===== src/rtl/cla_seq_ctrl.sv =====
// cla_seq_ctrl: performs WIDTH-bit additions one nibble per cycle on an
// external registered 4-bit CLA slice. The carry from the slice is fed back
// into its Cin. Operands arrive on a valid/ready request handshake, and the
// sum/carry leave on a valid/ready response handshake.
module cla_seq_ctrl #(
  parameter int WIDTH = 16
) (
  input  logic             clk,
  input  logic             rst_n,
  // request side
  input  logic             req_valid,
  output logic             req_ready,
  input  logic [WIDTH-1:0] req_a,
  input  logic [WIDTH-1:0] req_b,
  input  logic             req_cin,
  // response side
  output logic             rsp_valid,
  input  logic             rsp_ready,
  output logic [WIDTH-1:0] rsp_sum,
  output logic             rsp_cout,
  // shared CLA slice
  output logic [3:0]       slice_a,
  output logic [3:0]       slice_b,
  output logic             slice_cin,
  input  logic [3:0]       slice_s,
  input  logic             slice_cout
);

  localparam int NIB = WIDTH / 4;
  // k runs 0..NIB: NIB issue cycles plus one final cycle to collect the
  // last registered nibble returned by the slice.
  localparam int K_W = $clog2(NIB + 1);

  typedef enum logic [1:0] {
    IDLE = 2'd0,
    RUN  = 2'd1,
    DONE = 2'd2
  } state_t;

  state_t           state_q, state_d;
  logic [K_W-1:0]   k_q, k_d;
  logic [WIDTH-1:0] a_q, a_d;
  logic [WIDTH-1:0] b_q, b_d;
  logic             cin_q, cin_d;
  logic [WIDTH-1:0] sum_q, sum_d;
  logic             cout_q, cout_d;

  // Nibble views of the latched operands. They let the issue mux below
  // select a 4-bit group by counter value.
  logic [3:0] a_nib [NIB];
  logic [3:0] b_nib [NIB];

  for (genvar gi = 0; gi < NIB; gi++) begin : g_nib
    assign a_nib[gi] = a_q[4*gi +: 4];
    assign b_nib[gi] = b_q[4*gi +: 4];
  end

  // Next-state, datapath capture and handshake/slice outputs.
  always_comb begin
    state_d   = state_q;
    k_d       = k_q;
    a_d       = a_q;
    b_d       = b_q;
    cin_d     = cin_q;
    sum_d     = sum_q;
    cout_d    = cout_q;
    req_ready = 1'b0;
    rsp_valid = 1'b0;
    slice_a   = 4'd0;
    slice_b   = 4'd0;
    slice_cin = 1'b0;

    case (state_q)
      IDLE: begin
        // Ready is held low while reset is applied, even though the
        // state register already reads IDLE.
        req_ready = rst_n;
        if (req_valid && rst_n) begin
          a_d     = req_a;
          b_d     = req_b;
          cin_d   = req_cin;
          k_d     = '0;
          state_d = RUN;
        end
      end

      RUN: begin
        // Issue nibble k to the slice. Past the last nibble, drive zeros.
        for (int i = 0; i < NIB; i++) begin
          if (k_q == K_W'(i)) begin
            slice_a = a_nib[i];
            slice_b = b_nib[i];
          end
        end

        // The first nibble takes the request's carry. Later nibbles take
        // the slice's registered carry-out from the previous nibble
        // directly. This forward is the combinational critical path.
        if (k_q == '0) begin
          slice_cin = cin_q;
        end else if (k_q < K_W'(NIB)) begin
          slice_cin = slice_cout;
        end

        // The slice result for nibble k-1 is available during cycle k.
        for (int i = 0; i < NIB; i++) begin
          if (k_q == K_W'(i + 1)) begin
            sum_d[4*i +: 4] = slice_s;
          end
        end

        if (k_q == K_W'(NIB)) begin
          cout_d  = slice_cout;
          state_d = DONE;
        end else begin
          k_d = k_q + K_W'(1);
        end
      end

      DONE: begin
        rsp_valid = 1'b1;
        if (rsp_ready) begin
          state_d = IDLE;
        end
      end

      default: begin
        state_d = IDLE;
      end
    endcase
  end

  // State and datapath registers. A synchronous reset discards any
  // in-flight transaction.
  always_ff @(posedge clk) begin
    if (!rst_n) begin
      state_q <= IDLE;
      k_q     <= '0;
      a_q     <= '0;
      b_q     <= '0;
      cin_q   <= 1'b0;
      sum_q   <= '0;
      cout_q  <= 1'b0;
    end else begin
      state_q <= state_d;
      k_q     <= k_d;
      a_q     <= a_d;
      b_q     <= b_d;
      cin_q   <= cin_d;
      sum_q   <= sum_d;
      cout_q  <= cout_d;
    end
  end

  assign rsp_sum  = sum_q;
  assign rsp_cout = cout_q;

endmodule


===== config.mk =====
export PLATFORM = sky130hd
export DESIGN_NAME = cla_seq_ctrl
export DESIGN_NICKNAME = d
export VERILOG_FILES = /design/src/rtl/cla_seq_ctrl.sv
export SDC_FILE = /design/constraint.sdc
export NUM_CORES = 1
export LEC_CHECK = 0
export ABC_AREA = 1
export ABC_CLOCK_PERIOD_IN_PS = 4400
export CORE_MARGIN = 2
export CORE_UTILIZATION = 53
export CTS_BUF_LIST = sky130_fd_sc_hd__clkbuf_8
export DETAILED_ROUTE_END_ITERATION = 8
export HOLD_SLACK_MARGIN = 0.08
export PLACE_DENSITY = 0.88
export SLEW_MARGIN = 20
export SYNTH_ARGS = -nofsm -noshare
export SYNTH_HDL_FRONTEND = slang
export SYNTH_SLANG_ARGS = --single-unit

===== constraint.sdc =====
create_clock -name clk -period 4.4 [get_ports clk]
set_input_delay 1.32 -clock clk [delete_from_list [all_inputs] [get_ports clk]]
set_output_delay 1.32 -clock clk [all_outputs]
set_load 0.01 [all_outputs]

; Yosys cells after proc, flatten, opt, wreduce, memory -nomap -nowiden
; Cells that the tools add are included.
[classes]
n_addsub = 1
order_cmp = 1
n_eq_ne = 10
n_mux = 22
n_reduce_logical = 11
[op_table]
columns = operator, count
row1 = 4-bit 2-to-1 mux, 10
row2 = 2-bit AND reduction, 5
row3 = "2-bit inequality test, second input constant", 4
row4 = "3-bit by 2-bit == test with 1-bit output, second input constant", 2
row5 = 2-bit 2-to-1 mux, 3
row6 = 3-bit 2-to-1 mux, 2
row7 = 2-bit case mux with 3 select lines, 1
row8 = 3-bit case mux with 2 select lines, 1
row9 = 3-bit AND reduction, 2
row10 = 1-bit 2-to-1 mux, 5
row11 = "3-bit by 1-bit adder with 3-bit output, second input constant", 1
row12 = "3-bit by 1-bit == test with 1-bit output, second input constant", 1
row13 = "3-bit == test, second input constant", 1
row14 = 3-bit zero test, 1
row15 = "3-bit less-than comparator, second input constant", 1
row16 = "2-bit by 1-bit == test with 1-bit output, second input constant", 1
row17 = "2-bit == test, second input constant", 1
row18 = 2-bit zero test, 1
row19 = 2-bit nonzero test, 1
row20 = 1-bit logical AND, 1
[word_totals]
regBits = 55
inputBits = 42
output_inout_bits = 28
word_cells = 55

; Depth between registers and ports, before layout
[logic_depth]
word_depth = 6
depth_mapped = 9

; Worst setup path before layout
; No wires, ideal clock.
[synth_timing]
path_kind = input to output
from = input rst_n
to = output req_ready
arrival_ps = 1803
required_time_ps = 3080
slack_ps = 1277
path_stages = 3
cell_sequence = buf_2 > inv_1 > nor3_1
[synth_via]
elab_chain_len = 1
[synth_rtl]
columns = element, line
row1 = "start, declared", 9  ; input logic rst_n,
row2 = 1-bit 2-to-1 mux, 73  ; case (state_q)
row3 = "end, declared", 12  ; output logic req_ready,
; No other way between the ends.

; Worst setup path after layout
; Ends and elaborated chain as after synthesis.

==> metrics.txt <==
status=finished, final reports clean; Final WS setup=0.414 ns; largest stage delay on the critical path=0.56 ns; crit path cell chain=clkdlybuf4s50_1 -> inv_1 -> nor3_1 -> clkdlybuf4s50_1; startpoint types=input pin; IO Pins=70; initial antenna violation count=0; num rows=24; port bufs=69; Post-Syn Area=0.00246 mm2; total negative setup slack=0 ns; Die Span Y=72.2 um; Synth area leader=dfxtp_1; gr ovfl total=0; Max VDD drop=0.223 mV; Post-synth EDFFs=0; most used cell, CP=clkdlybuf4s50_1; Die Wd=72.2 um; Post-Route Skew=0.00709 ns; routed vias/inst=5.24; Power Dens Cells=298 mW/mm2; placed wire-length estimate=4090 um; # hold bufs at CTS=0; Leak Pwr=0.00149 uW; DR WL/cell=12.5 um; root buffer cell=clkbuf_8; routed via count=2457; minimum clock period=3.99 ns; number of global-route vias before repair=2205; global-route wire length before repair=9670 um; fin. max-slew vios=0; placed insts=462; # diodes=0; Final Util=73.2%; share of cells above drive strength 1=4.80%; GR peak layer=met2; CTS buffer count=5; fin cells=469; DP Area=0.00314 mm2; WL final=5880 um; Seq cells post-synth=55; WP data required=3.08 ns; R2R Setup Slk=2.32 ns; min-delay src=a_q[14]; Initial Util=55.8%; Synth Flop Type=dfxtp_1; sequential cell area fraction in the yosys report=44.7%; clock slew at reported path FFs=0.09 ns; Tightest Pin Transition=0.770 ns; design area=0.00323 mm2; period utilisation layout=90.6%; critical path class=in2out; dpl ws=0.406 ns; Critical Path AT=2.67 ns; DRC viols=0; clk buf depth=2; CTS resizes=0; top cells by count, synth=nand2_1 (81), nand3_1 (78), nor2_1 (60), dfxtp_1 (55), inv_1 (22); core area=0.00441 mm2; CTS tree=yes; drt pass-1 iters=5; Tightest Hold Check Type=reg2reg; H-tree depth=2; Clk Latency, worst-skew pair=0.31 ns; crit end category=output pin; clock sink total=55; GRT met2 Usage=41.5%; RePlAce Congestion=0.815; Die Footprint=0.00521 mm2; fin nets=464; met3 Resource Use GR=5.00%; post-synth cell types=19; Worst Hold End=a_q[14]; Setup violations, final=0; crit path max fanout=6; All-Layer GR Usage=23.8%; postcts setup bufs=0; Cells after Synth=358; Reg2Reg Depth=4; Syn Nets=405; Initial DRC Count=82; Final Hold Fails=0; fmax=0.251 GHz; asr flop ratio synth=0%; met1 Track Usage GR=28.6%; r2r endpoint=k_q[0]; cell with the most instances after synthesis=nand2_1; largest net degree at the start of global routing=52; top cell type's share of synthesized area=44.7%; R2R Path Start=state_q[0]; Mean Syn Cell Area=6.89 um2; post-route ant nets=0; unrepaired setup endpoints after global routing=false; yosys synthesis warning count=0; Synth area leaders=dfxtp_1 (45%), nand3_1 (16%), nand2_1 (12%); max-cap violations=0; Area Overhead vs Synth=31.0%; max_slew headroom=48.5%; critical path's slowest cell=clkdlybuf4s50_1; WHS Path Cells=2
[worst max-delay path, delay by kind of cell]
family	cells	cell delay (ns)
and+or+nand+nor	1	0.15
buffers and inverters	3	1.19
[cell type report]
cell class	count	area [um2]
Inverter	25	93.8
Multi-Input combinational cell	259	1180
Clock inverter	1	5.00
Fill cell	380	1180
Tap cell	52	65.1
Clock buffer	6	82.6
Sequential cell	55	1100
Timing Repair Buffer	71	706
[state kept, by name, indices dropped and copies added (netlist names)]
register,count
a_q,16
b_q,16
k_q,3
state_q,2
rsp_cout,1
cin_q,1
rsp_sum,16
[how the worst max path moves through the flow]
stage,end,startpoint,cells past startpoint,slack [ns]
global placement,req_ready,rst_n,4,0.44
detailed placement,req_ready,rst_n,4,0.41
global route,req_ready,rst_n,4,0.33
CTS,req_ready,rst_n,4,0.40
finish,req_ready,rst_n,4,0.41
floorplan,req_ready,rst_n,3,1.28
[report_power, final]
part	internal, uW	switching [uW]
clock network	124	158
registers	524	15.1
logic	67.8	74.7
[placed cells by master, fill, tap and decap left out, drive strengths merged]
cell type      count
buf                2
nand3             78
nand2             84
nor2              65
clkinv             1
dfxtp             55
clkbuf             6
nor3               1
nand4              3
clkdlybuf4s50     69
o21ai             17
ha                 5
inv               25
a21oi              6
[layer usage]
metal / vias up / part of all wire, % / routed length (um)
met5: - / 0 / 0
met4: 0 / 2.0 / 119
met3: 9 / 7.0 / 413
met2: 85 / 48 / 2830
met1: 1096 / 43 / 2510
li1: 1267 / - / -
[metrics by stage]
step | hold WS (ns) | total power (uW)
after global placement | 0.454 | 688
after floorplan | 0.443 | 629
after detailed placement | 0.459 | 693
after CTS | 0.472 | 969
after global routing | 0.494 | 1010
final | 0.468 | 963
[cell families (layout without fill, tap and decap cells)]
group                    after synthesis  count (layout)  synth area share (%)
AND/OR/NAND/NOR                      231             231                  40.5
adder cells (fa/ha/maj)                5               5                  2.54
buffers and inverters                 44             103                  7.61
flip-flops                            55              55                  44.7
AO/OA/AOI/OAI                         23              23                  4.67
(Power assumes the default switching activity.)
